===== src/rtl/four_split_pkg.sv =====
// Shared definitions for the four_split round-robin dispatcher.
//   NCH    : number of output channels
//   PTR_W  : width of the channel pointer
//   inc_ptr: advance a channel pointer by one, wrapping 3 -> 0
package four_split_pkg;

  localparam int NCH   = 4;
  localparam int PTR_W = 2;

  function automatic logic [PTR_W-1:0] inc_ptr(input logic [PTR_W-1:0] p);
    return p + PTR_W'(1);
  endfunction

endpackage


===== src/rtl/four_split_slot.sv =====
// One-entry holding register for a single dispatcher output channel.
// Ports:
//   clk, rst_n : clock, asynchronous active-low reset
//   flush      : synchronous clear of the valid flag (data is kept)
//   load       : capture load_data and mark the slot occupied
//   drain      : consumer took the held word this cycle
//   load_data  : word to capture
//   valid      : slot occupied
//   data       : held word
module split_slot #(
  parameter int W = 8
) (
  input  logic         clk,
  input  logic         rst_n,
  input  logic         flush,
  input  logic         load,
  input  logic         drain,
  input  logic [W-1:0] load_data,
  output logic         valid,
  output logic [W-1:0] data
);

  // Priority: flush beats load beats drain. A load in the same cycle as a
  // drain keeps the slot occupied with the new word (full throughput).
  always_ff @(posedge clk or negedge rst_n) begin
    if (!rst_n) begin
      valid <= 1'b0;
      data  <= '0;
    end else if (flush) begin
      valid <= 1'b0;
    end else if (load) begin
      valid <= 1'b1;
      data  <= load_data;
    end else if (drain) begin
      valid <= 1'b0;
    end
  end

endmodule


===== src/rtl/four_split.sv =====
// Round-robin 1-to-4 stream dispatcher. Successive accepted words go to
// channels 0,1,2,3,0,... each channel holding one word until its consumer
// takes it.
// Ports:
//   clk, rst_n  : clock, asynchronous active-low reset
//   flush       : synchronous clear of all slots and the pointer
//   in_valid/in_ready/in_data : input stream handshake
//   out_valid[i]/out_ready[i]/out_data[i*W +: W] : channel i
//   any_valid   : OR of all channel valids
//   ptr         : channel the next accepted word will go to
//   accept_cnt  : running count of accepted words (wraps)
// SKIP_BUSY=0 stalls on a blocked target channel; SKIP_BUSY=1 steps the
// pointer past a blocked channel one position per cycle.
module four_split
  import four_split_pkg::*;
#(
  parameter int W         = 8,
  parameter int CNT_W     = 8,
  parameter int SKIP_BUSY = 0
) (
  input  logic             clk,
  input  logic             rst_n,
  input  logic             flush,
  input  logic             in_valid,
  output logic             in_ready,
  input  logic [W-1:0]     in_data,
  output logic [NCH-1:0]   out_valid,
  input  logic [NCH-1:0]   out_ready,
  output logic [NCH*W-1:0] out_data,
  output logic             any_valid,
  output logic [PTR_W-1:0] ptr,
  output logic [CNT_W-1:0] accept_cnt
);

  localparam bit SKIP = (SKIP_BUSY != 0);

  logic [PTR_W-1:0] ptr_q;
  logic [CNT_W-1:0] cnt_q;
  logic             sel_valid;
  logic             sel_ready;
  logic             accept;
  logic             blocked;

  assign sel_valid = out_valid[ptr_q];
  assign sel_ready = out_ready[ptr_q];

  // Target slot can take a word if it is empty or being drained this cycle.
  assign in_ready  = ~flush & (~sel_valid | sel_ready);
  assign accept    = in_valid & in_ready;
  assign blocked   = sel_valid & ~sel_ready;

  for (genvar i = 0; i < NCH; i++) begin : g_slot
    split_slot #(.W(W)) u_slot (
      .clk       (clk),
      .rst_n     (rst_n),
      .flush     (flush),
      .load      (accept && (ptr_q == PTR_W'(i))),
      .drain     (out_valid[i] & out_ready[i]),
      .load_data (in_data),
      .valid     (out_valid[i]),
      .data      (out_data[i*W +: W])
    );
  end

  // Skipping happens independently of in_valid; a skip cycle never accepts
  // because in_ready is low whenever the target is blocked.
  always_ff @(posedge clk or negedge rst_n) begin
    if (!rst_n) begin
      ptr_q <= '0;
    end else if (flush) begin
      ptr_q <= '0;
    end else if (accept || (SKIP && blocked)) begin
      ptr_q <= inc_ptr(ptr_q);
    end
  end

  // Counter is deliberately untouched by flush.
  always_ff @(posedge clk or negedge rst_n) begin
    if (!rst_n) begin
      cnt_q <= '0;
    end else if (accept) begin
      cnt_q <= cnt_q + CNT_W'(1);
    end
  end

  assign ptr        = ptr_q;
  assign accept_cnt = cnt_q;
  assign any_valid  = |out_valid;

endmodule

===== config.mk =====
export PLATFORM = sky130hd
export DESIGN_NAME = four_split
export DESIGN_NICKNAME = d
export VERILOG_FILES = /design/src/rtl/four_split_pkg.sv /design/src/rtl/four_split_slot.sv /design/src/rtl/four_split.sv
export SDC_FILE = /design/constraint.sdc
export NUM_CORES = 1
export LEC_CHECK = 0
export CAP_MARGIN = 40
export CORE_MARGIN = 5
export CORE_UTILIZATION = 49
export DETAILED_ROUTE_END_ITERATION = 7
export PLACE_DENSITY_LB_ADDON = 0.2
export SLEW_MARGIN = 20
export SYNTH_ARGS = -nofsm -noshare
export SYNTH_HDL_FRONTEND = slang
export SYNTH_SLANG_ARGS = --single-unit

===== constraint.sdc =====
create_clock -name clk -period 3.9 [get_ports clk]
set_input_delay 0.39 -clock clk [delete_from_list [all_inputs] [get_ports clk]]
set_output_delay 0.39 -clock clk [all_outputs]
set_load 0.005 [all_outputs]

; After elaboration in Yosys (flattened, before gate mapping)
; Index checks and enable logic that the tools add are counted.
[op_classes]
magnitude_cmp = 1
muxes = 18
bitwise = 9
reduce_logical = 15
add_sub_neg = 2
eq_ne = 3
[op_table]
columns = operator, count
row1 = 2-to-1 mux 1 bit, 14
row2 = nonzero test 3 bit, 4
row3 = "adder 8 x 1 -> 8 bit, second input constant", 1
row4 = AND reduction 2 bit, 4
row5 = bitwise AND 1 bit, 6
row6 = binary-select mux 1 bit (select 2 bit), 2
row7 = "== test 2 bit, second input constant", 2
row8 = logical AND 1 bit, 4
row9 = 2-to-1 mux 2 bit, 2
row10 = OR reduction 4 bit, 1
row11 = "less-than comparator 2 x 3 -> 1 bit, second input constant", 1
row12 = "adder 2 x 1 -> 2 bit, second input constant", 1
row13 = "== test 2 x 1 -> 1 bit, second input constant", 1
row14 = zero test 2 bit, 1
row15 = NOT 1 bit, 2
row16 = nonzero test 2 bit, 1
row17 = OR 1 bit, 1
[totals]
word_cells = 58
ff_bits = 46

; Longest topological paths before layout
; Gate-level depths: netlist of the first run.
[depth]
word_depth = 9
mapped_depth = 7

; Cells and area by module
; Synthesis of the first run repeated with hierarchy kept, for this count alone.
[hier_totals]
cells_unflattened = 152
hier_area_um2 = 2250.9
[by_module_without_submodules]
columns = module, instances, area_per_inst_um2, cells_per_inst
row1 = split_slot, 4, 385.4, 22
row2 = four_split, 1, 709.4, 64

; Worst setup path after synthesis of the first run
; No wires, ideal clock.
[synth_path]
kind = reg-to-reg
start = reg ptr_q[0], in the netlist ptr[0]
end = reg g_slot[0].u_slot.data[0]
arrival_ps = 1931
stages_incl_launch_ff = 8
setup_slack_ps = 1844
period_less_slack_ps = 2056
n_path_buf = 2
cell_sequence = dfrtp_1 > or4b_1 > o31a_1 > and4b_1 > buf_6 > buf_12 > nand2_8 > mux2_4
[synth_between]
elab_chain_len = 8
[synth_rtl]
columns = item, line
row1 = "start, declared", four_split.sv:37  ; logic [PTR_W-1:0] ptr_q;
row2 = "start signal, assigned", four_split.sv:73  ; ptr_q <= inc_ptr(ptr_q);
row3 = binary-select mux 1 bit (select 2 bit), four_split.sv:44  ; assign sel_valid = out_valid[ptr_q];
row4 = 2-to-1 mux 1 bit (not written as such), four_split.sv:44
row5 = NOT 1 bit, four_split.sv:48  ; assign in_ready = ~flush & (~sel_valid | sel_ready);
row6 = OR 1 bit, four_split.sv:48
row7 = bitwise AND 1 bit, four_split.sv:48
row8 = bitwise AND 1 bit, four_split.sv:49  ; assign accept = in_valid & in_ready;
row9 = logical AND 1 bit (*), four_split.sv:57  ; .load (accept && (ptr_q == PTR_W'(i))),
row10 = AND reduction 2 bit (no source line) (*), -
row11 = "end signal, assigned", four_split_slot.sv:33  ; data <= load_data;
row12 = "end, declared", four_split_slot.sv:20  ; output logic [W-1:0] data
; Every way passes the cells marked *; elsewhere a longest branch is shown, timed or not. The select of a mux whose other input is x is not followed.
; A chain may end at the register's enable or synchronous reset.

; Worst setup path in the final report of the first run
[layout_path]
start = in out_ready[3]
end = reg g_slot[1].u_slot.data[4]
[layout_between]
elab_chain_len = 7
[layout_rtl]
columns = item, line
row1 = "start, declared", four_split.sv:28  ; input logic [NCH-1:0] out_ready,
row2 = binary-select mux 1 bit (select 2 bit), four_split.sv:45  ; assign sel_ready = out_ready[ptr_q];
row3 = 2-to-1 mux 1 bit (not written as such), four_split.sv:45
row4 = OR 1 bit, four_split.sv:48
row5 = bitwise AND 1 bit, four_split.sv:48
row6 = bitwise AND 1 bit, four_split.sv:49
row7 = logical AND 1 bit, four_split.sv:57
row8 = AND reduction 2 bit (no source line), -
row9 = "end signal, assigned", four_split_slot.sv:33
row10 = "end, declared", four_split_slot.sv:20
; Every way passes these cells. The select of a mux whose other input is x is not followed.

==> flow_metrics.tcl, run 1 <==
set metrics [dict create \
    slew_viol_final 0 \
    required_ns 4.07 \
    slew_headroom 0.549 \
    grt_max_degree 27 \
    dp_hpwl_um 3270 \
    synth_seq_cells 46 \
    p_leak_nw 1.22 \
    hold_buffers 0 \
    drive_gt1_frac 0.231 \
    switching_power_uw 426 \
    syn_to_final_growth_pct 37.0 \
    period_share 0.668 \
    grt_pass1_wl_um 7090 \
    synth_top_area_frac 0.579 \
    cts-resized-gates 0 \
    antenna_found_initial 0 \
    yosysWarningCount 0 \
    ant_nets 0 \
    nFillCells 280 \
    powerDensity_nw_per_um2 589 \
    die_h_um 73.7 \
    n_antenna_cell 0 \
    start_util 0.501 \
    multi_input_area_sq_um 769 \
    wl_per_cell_um 17.5 \
    power.share.switching 0.266 \
    rsz0062_at_grt "no" \
    routabilityCongestion 0.896 \
    final_cell_mix "clkdlybuf4s50_1 (62), dfrtp_1 (46), mux2_2 (24)" \
    fin_skew_ns 0.00748 \
    cts_setup_buffers 0 \
    tns_ns 0 \
    path_class "in2reg" \
    drc 0 \
    grt_pass1_vias 1438 \
    cts_htree_levels 2 \
    setup_violations 0 \
    finalCriticalPeriod_ns 2.61 \
    dpl_cell_area_sq_um 2640 \
    yosysSeqAreaShare 0.579 \
    crit_fanout 13 \
    syn_nets 156 \
    ios 64 \
    die_x_um 73.7 \
    synth_area_sq_um 1990 \
    rows 23 \
    p_seq_frac 0.463 \
    wl_um 4360 \
    io_buffers 63 \
    yosysTopAreaCell "dfrtp_1" \
    hold_class "in2async" \
    numCtsBuffers 5 \
    coreArea_sq_um 3970 \
    overflow 0 \
    max_freq_mhz 384 \
    power_mw 1.60 \
    final-seq-area_sq_um 1150 \
    synth_cells 135 \
    cp_data_arrival_time_ns 2.78 \
    ys_types 27 \
    grt_usage 0.174 \
    startpoint_type "input port" \
    num_vias 1297 \
    die_area_sq_um 5430 \
    layout.cells.most_common "clkdlybuf4s50_1" \
    tightest_slew_ns 0.677 \
    finalHoldViolCount 0 \
    dr.first_iter.drc_count 35 \
    status "finished clean" \
    cts.path.max_buffers 2 \
    crit_path_end_kind "register" \
    cap_violations 0 \
    clk_pin_slew_ns 0.07 \
    final_area_sq_um 2730 \
    cts_tree "done" \
    avgSynthCellArea_sq_um 14.7 \
    clock_sinks 46 \
    cts_root_buf "clkbuf_8" \
    clk_latency_ns 0.29 \
    first_pass_iters 4 \
    synth.area.top_cells "dfrtp_1 (58%), mux2_2 (14%), mux2_4 (6.8%)" \
    p_int_mw 1.18 \
    viasPerCell 5.21 \
    comb_power_share 0.365 \
    final_nets 221 \
    pwr-share-clk 0.172 \
    ir_worst_vdd_v 0.000445 \
]
per-stage QoR:
stage,utilization,std cells,hold WS (ns),worst slack (ns)
after floorplan,-,135,0.0944,1.84
after global placement,0.659,242,0.460,1.11
after detailed placement,0.666,243,0.383,0.992
after CTS,0.687,249,0.0672,1.30
after global routing,0.687,249,0.0908,1.18
final,0.687,249,0.0616,1.29
routing by layer:
layer | vias up | share of wire | GRT usage | wire [um]
li1 | 597 | - | - | -
met1 | 656 | 0.40 | 0.204 | 1730
met2 | 39 | 0.52 | 0.297 | 2250
met3 | 5 | 0.077 | 0.0657 | 334
met4 | 0 | 0.010 | 0.0483 | 44
met5 | - | 0 | 0 | 0
final timing paths:
| path | start | end | slack (ns) | cells after the start |
|---|---|---|---|---|
| worst max-delay path | out_ready[3] | g_slot[1].u_slot.data[4]$_DFFE_PN0P_ | 1.29 | 6 |
| worst min-delay path | rst_n | accept_cnt[5]$_DFFE_PN0P_ | 0.06 | 1 |
| worst max register to register | ptr[0]$_DFFE_PN0P_ | g_slot[1].u_slot.data[4]$_DFFE_PN0P_ | 1.38 | 5 |
| worst min register to register | accept_cnt[7]$_DFFE_PN0P_ | accept_cnt[7]$_DFFE_PN0P_ | 0.48 | 1 |
| max in group asynchronous | rst_n | g_slot[1].u_slot.data[0]$_DFFE_PN0P_ | 3.34 | 2 |
| min in group clk | accept_cnt[7]$_DFFE_PN0P_ | accept_cnt[7]$_DFFE_PN0P_ | 0.48 | 1 |
cells by family after synthesis:
kind of cell	Yosys count	share of synthesized area
XOR/XNOR	8	0.0352
AND/OR/NAND/NOR	28	0.0956
multiplexers	33	0.204
AO/OA/AOI/OAI	7	0.0208
flip-flops	46	0.579
adder cells (fa/ha/maj)	5	0.0314
buffers and inverters	8	0.0346
registers in the layout, indices dropped and copies added (netlist names):
signal,cells
accept_cnt,8
ptr,2
g_slot.u_slot.data,32
g_slot.u_slot.valid,4
cells in the mapped netlist (all sizes together):
master,instances
mux2,33
nor2,2
and4b,1
o21ai,5
and3,2
o31a,1
buf,6
nand2,7
inv,2
nand3,3
nand2b,4
or4b,1
xor2,1
or4,1
and3b,1
nand4,3
dfrtp,46
o31ai,1
xnor2,7
and4,1
nor3b,2
ha,5
critical path, cell delays in order:
cell and delay (ns):
clkdlybuf4s50_1 0.47, and3b_2 0.21, o21ai_0 0.32, and4b_1 0.70
nand2_2 0.33, mux2_2 0.35
power groups by stage:
stage	logic [mW]	registers (mW)	clock network, mW
after floorplan	0.204	0.742	0
after global placement	0.573	0.737	0
final	0.586	0.742	0.277
after global routing	0.629	0.763	0.308
after CTS	0.599	0.742	0.285
after detailed placement	0.596	0.748	0
final cells by class:
class	instances	share of cell area
sequential	46	0.422
inverter	2	0.00275
multi-input combinational	81	0.282
tap	50	0.0229
timing repair buffer	64	0.240
clock buffer	6	0.0303
Note: power is estimated with default switching activity, not from simulation.
==> inputs of run 2 (changes only) <==
--- a/config.mk
+++ b/config.mk
@@ -7,7 +7,7 @@
 export LEC_CHECK = 0
 export CAP_MARGIN = 40
 export CORE_MARGIN = 5
-export CORE_UTILIZATION = 49
+export CORE_UTILIZATION = 46
 export DETAILED_ROUTE_END_ITERATION = 7
 export PLACE_DENSITY_LB_ADDON = 0.2
 export SLEW_MARGIN = 20
==> constraint.sdc (replaced) <==
create_clock -name clk -period 2.51 [get_ports clk]
set_input_delay 0.251 -clock clk [delete_from_list [all_inputs] [get_ports clk]]
set_output_delay 0.251 -clock clk [all_outputs]
set_load 0.005 [all_outputs]
==> flow_metrics.tcl, run 2 (same netlist as run 1, synthesis figures left out) <==
set metrics [dict create \
    clk_pin_slew_ns 0.08 \
    finalHoldViolCount 0 \
    largest_reg_flops 32 \
    antenna_found_initial 0 \
    rows 24 \
    hold_class "in2async" \
    slew_viol_final 0 \
    final_area_sq_um 2750 \
    hold_ws_ns 0.375 \
    regToRegStartpoint "ptr[0]$_DFFE_PN0P_" \
    regMostFlops "g_slot.u_slot.data" \
    cts_tree "done" \
    r2r_end "g_slot[0].u_slot.data[6]$_DFFE_PN0P_" \
    max_freq_mhz 447 \
    finalNonFillerCells 255 \
    grt_max_degree 36 \
    r2r_setup_slack_ns 0.31 \
    post-place-ws_ns 0.150 \
    finalCriticalPeriod_ns 2.24 \
    clk_latency_ns 0.29 \
    dpl_cell_area_sq_um 2650 \
    tns_ns 0 \
    wl_um 4440 \
    worstRegToRegCells 6 \
    cts.path.max_buffers 2 \
    utilization 0.644 \
    first_pass_iters 4 \
    tightest_slew_ns 0.296 \
    dr.first_iter.drc_count 33 \
    n_antenna_cell 0 \
    grt_pass1_vias 1402 \
    cts_setup_buffers 0 \
    power_mw 2.51 \
    required_ns 2.26 \
    cp_data_arrival_time_ns 1.99 \
    drc 0 \
    grt_usage 0.167 \
    overflow 0 \
    layout.cells.most_common "clkdlybuf4s50_1" \
    cp_cell_sequence "or4b_1 -> o31a_1 -> nand2_1 -> nor2_1 -> clkdlybuf4s50_1" \
    rsz0062_at_grt "no" \
    start_util 0.467 \
    ios 64 \
    crit_path_end_kind "output pin" \
    cts_root_buf "clkbuf_8" \
    ant_nets 0 \
    status "finished clean" \
    die_h_um 75.8 \
    cts_htree_levels 2 \
    grt_pass1_wl_um 7160 \
    drive_gt1_frac 0.236 \
    cts-resized-gates 0 \
    crit_fanout 7 \
    slowest_stage "or4b_1" \
    viasPerCell 5.15 \
    die_area_sq_um 5740 \
    syn_to_final_growth_pct 38.1 \
    io_buffers 63 \
    coreArea_sq_um 4260 \
    dp_hpwl_um 3360 \
    slew_headroom 0.800 \
    nFillCells 330 \
    max_stage_delay_ns 0.54 \
    path_class "reg2out" \
    wl_per_cell_um 17.4 \
    period_share 0.892 \
    fin_skew_ns 0.00422 \
    p_leak_nw 1.23 \
    setup_violations 0 \
    final_nets 223 \
    dp_cells 246 \
    die_x_um 75.8 \
    routabilityCongestion 0.871 \
    layout_setup_ws_ns 0.271 \
    startpoint_type "register" \
    cap_violations 0 \
    powerDensity_nw_per_um2 914 \
    num_vias 1314 \
    numCtsBuffers 5 \
    clock_sinks 46 \
    ir_worst_vdd_v 0.000511 \
    final_cell_mix "clkdlybuf4s50_1 (62), dfrtp_1 (46), mux2_2 (24)" \
]
-- run 2: worst max path at each step --
stage | cells after the start | from | to
5_1_grt | 5 | ptr[0]$_DFFE_PN0P_ | in_ready
2_1_floorplan | 7 | ptr[0]$_DFFE_PN0P_ | g_slot[0].u_slot.data[0]$_DFFE_PN0P_
4_1_cts | 5 | ptr[0]$_DFFE_PN0P_ | in_ready
3_3_place_gp | 7 | out_ready[3] | g_slot[0].u_slot.data[5]$_DFFE_PN0P_
3_5_place_dp | 7 | out_ready[3] | g_slot[0].u_slot.data[1]$_DFFE_PN0P_
6_report | 5 | ptr[0]$_DFFE_PN0P_ | in_ready
-- run 2: final cells by class --
cell class | count | area [sq um] | share of cell area
Timing Repair Buffer | 66 | 663 | 0.241
Tap cell | 52 | 65.1 | 0.0237
Sequential cell | 46 | 1150 | 0.419
Clock buffer | 7 | 86.3 | 0.0314
Multi-Input combinational cell | 81 | 769 | 0.280
Inverter | 2 | 7.51 | 0.00273
Clock inverter | 1 | 5.00 | 0.00182
-- run 2: worst max-delay path, delay by kind of cell (launching register included) --
kind	cells	cell delay, ns
flops	1	0.47
simple gates	3	0.65
buf+inv	1	0.45
compound gates	1	0.14
-- run 2: timing repair --
| action | CTS | global route |
|---|---|---|
| endpoints found under the setup margin | 0 | 0 |
| endpoints found under the hold margin | 11 | 0 |
| hold buffers | 1 | 0 |
-- run 2: metal layers --
metal	up-vias	wire length, um	global-route usage
met1	663	1760	0.214
li1	602	-	-
met4	0	40	0.0466
met2	44	2290	0.276
met5	-	0	0
met3	5	342	0.0501
-- run 2: power breakdown --
part	internal [mW]	switching (mW)	total, mW
combinational	0.644	0.263	0.907
clock	0.222	0.228	0.450
sequential	0.976	0.179	1.15
total	1.84	0.670	2.51
==> inputs of run 3 (changes only) <==
--- a/config.mk
+++ b/config.mk
@@ -5,8 +5,9 @@
 export SDC_FILE = /design/constraint.sdc
 export NUM_CORES = 1
 export LEC_CHECK = 0
+export ABC_CLOCK_PERIOD_IN_PS = 2510
 export CAP_MARGIN = 40
-export CORE_MARGIN = 5
+export CORE_MARGIN = 3
 export CORE_UTILIZATION = 46
 export DETAILED_ROUTE_END_ITERATION = 7
 export PLACE_DENSITY_LB_ADDON = 0.2
==> flow_metrics.tcl, run 3 (same netlist as run 1, synthesis figures left out) <==
set metrics [dict create \
    p_leak_nw 1.23 \
    slowest_stage "or4b_1" \
    syn_to_final_growth_pct 38.0 \
    max_freq_mhz 439 \
    grt_max_degree 28 \
    dr.first_iter.drc_count 47 \
    regMostFlops "g_slot.u_slot.data" \
    hold_buffers 1 \
    wl_um 4410 \
    start_util 0.487 \
    wl_per_cell_um 17.4 \
    fin_skew_ns 0.00845 \
    power_mw 2.52 \
    cts_setup_buffers 0 \
    status "finished clean" \
    finalCriticalPeriod_ns 2.28 \
    rsz0062_at_grt "no" \
    dpl_cell_area_sq_um 2640 \
    max_stage_delay_ns 0.56 \
    cts_tree "done" \
    wl_met1_um 1800 \
    final-seq-area_sq_um 1150 \
    cap_violations 0 \
    tns_ns 0 \
    final_area_sq_um 2750 \
    cts_htree_levels 2 \
    required_ns 2.26 \
    ir_worst_vdd_v 0.000475 \
    post-place-ws_ns 0.164 \
    viasPerCell 5.15 \
    startpoint_type "register" \
    cp_data_arrival_time_ns 2.03 \
    dr_wl_met3_um 264 \
    io_buffers 63 \
    hold_class "in2async" \
    drc 0 \
    cts-resized-gates 0 \
    largest_reg_flops 32 \
    tightest_slew_ns 0.475 \
    layout_setup_ws_ns 0.230 \
    multi_input_area_sq_um 769 \
    clock_sinks 46 \
    cts.path.max_buffers 2 \
    highest_layer "met4" \
    final_nets 223 \
    ios 64 \
    grt_pass1_wl_um 7310 \
    grt_usage 0.184 \
    numCtsBuffers 5 \
    critical_path.top_delay_family "simple AND/OR/NAND/NOR gates" \
    period_share 0.908 \
    die_x_um 71.8 \
    routabilityCongestion 0.848 \
    hold_ws_ns 0.439 \
    p_int_mw 1.84 \
    antenna_found_initial 0 \
    setup_violations 0 \
    die_h_um 71.8 \
    overflow 0 \
    p_seq_frac 0.458 \
    crit_path_end_kind "output pin" \
    wl_met2_um 2300 \
    die_area_sq_um 5150 \
    coreArea_sq_um 4090 \
    path_class "reg2out" \
    ant_nets 0 \
    rows 23 \
    nFillCells 309 \
    cp_cell_sequence "or4b_1 -> o31a_1 -> nand2_1 -> nor2_1 -> clkdlybuf4s50_1" \
    powerDensity_nw_per_um2 919 \
    clk_pin_slew_ns 0.08 \
    grt_pass1_vias 1461 \
    n_antenna_cell 0 \
    pwr-share-clk 0.180 \
    crit_fanout 7 \
    first_pass_iters 2 \
    drive_gt1_frac 0.236 \
    finalHoldViolCount 0 \
    num_vias 1302 \
    final_cell_mix "clkdlybuf4s50_1 (62), dfrtp_1 (46), mux2_2 (24)" \
    clk_latency_ns 0.29 \
    power.share.switching 0.270 \
    slew_viol_final 0 \
    slew_headroom 0.683 \
    layout.cells.most_common "clkdlybuf4s50_1" \
    cts_root_buf "clkbuf_8" \
    switching_power_uw 680 \
    dp_hpwl_um 3270 \
    comb_power_share 0.362 \
    critPathBufInv 1 \
]
run 3: cell counts in the layout (fill, tap and decap cells not counted):
No cell type changed its count.
run 3: path summary, 6_finish.rpt:
| kind | slack [ns] | to | startpoint | cells after the start |
|---|---|---|---|---|
| min in group clk | 0.48 | accept_cnt[7]$_DFFE_PN0P_ | accept_cnt[7]$_DFFE_PN0P_ | 1 |
| hold / removal | 0.44 | ptr[0]$_DFFE_PN0P_ | rst_n | 2 |
| setup reg to reg | 0.29 | g_slot[0].u_slot.data[5]$_DFFE_PN0P_ | ptr[0]$_DFFE_PN0P_ | 6 |
| setup / recovery | 0.23 | in_ready | ptr[0]$_DFFE_PN0P_ | 5 |
| max in group asynchronous | 1.57 | g_slot[2].u_slot.data[5]$_DFFE_PN0P_ | rst_n | 3 |
| hold reg to reg | 0.48 | accept_cnt[7]$_DFFE_PN0P_ | accept_cnt[7]$_DFFE_PN0P_ | 1 |
run 3: layer usage:
layer / track usage / vias up
li1: - / 603
met2: 0.320 / 36
met1: 0.226 / 659
met4: 0.0501 / 0
met3: 0.0491 / 4
met5: 0 / -
run 3: worst reg2reg max path, delay by kind of cell, from the launching register on:
family,cells,cell delay (ns)
buf+inv,1,0.22
compound gates,1,0.15
flops,1,0.46
mux,1,0.31
simple gates,3,0.97
run 3: cell type report:
class / count / share of cell area
timing repair buffer: 66 / 0.242
multi-input combinational: 81 / 0.280
sequential: 46 / 0.419
clock buffer: 7 / 0.0314
clock inverter: 1 / 0.00182
tap: 50 / 0.0228
inverter: 2 / 0.00273
run 3: power by group through the flow:
stage / sequential, mW / clock, mW / combinational (mW)
6_report: 1.16 / 0.454 / 0.913
2_1_floorplan: 1.15 / 0 / 0.317
5_1_grt: 1.19 / 0.504 / 0.985
3_5_place_dp: 1.17 / 0 / 0.922
3_3_place_gp: 1.15 / 0 / 0.892
4_1_cts: 1.16 / 0.458 / 0.933
run 3: stage by stage:
step,util,instances
2_1_floorplan,-,135
3_3_place_gp,0.642,243
3_5_place_dp,0.647,244
4_1_cts,0.672,253
5_1_grt,0.672,253
6_report,0.672,253
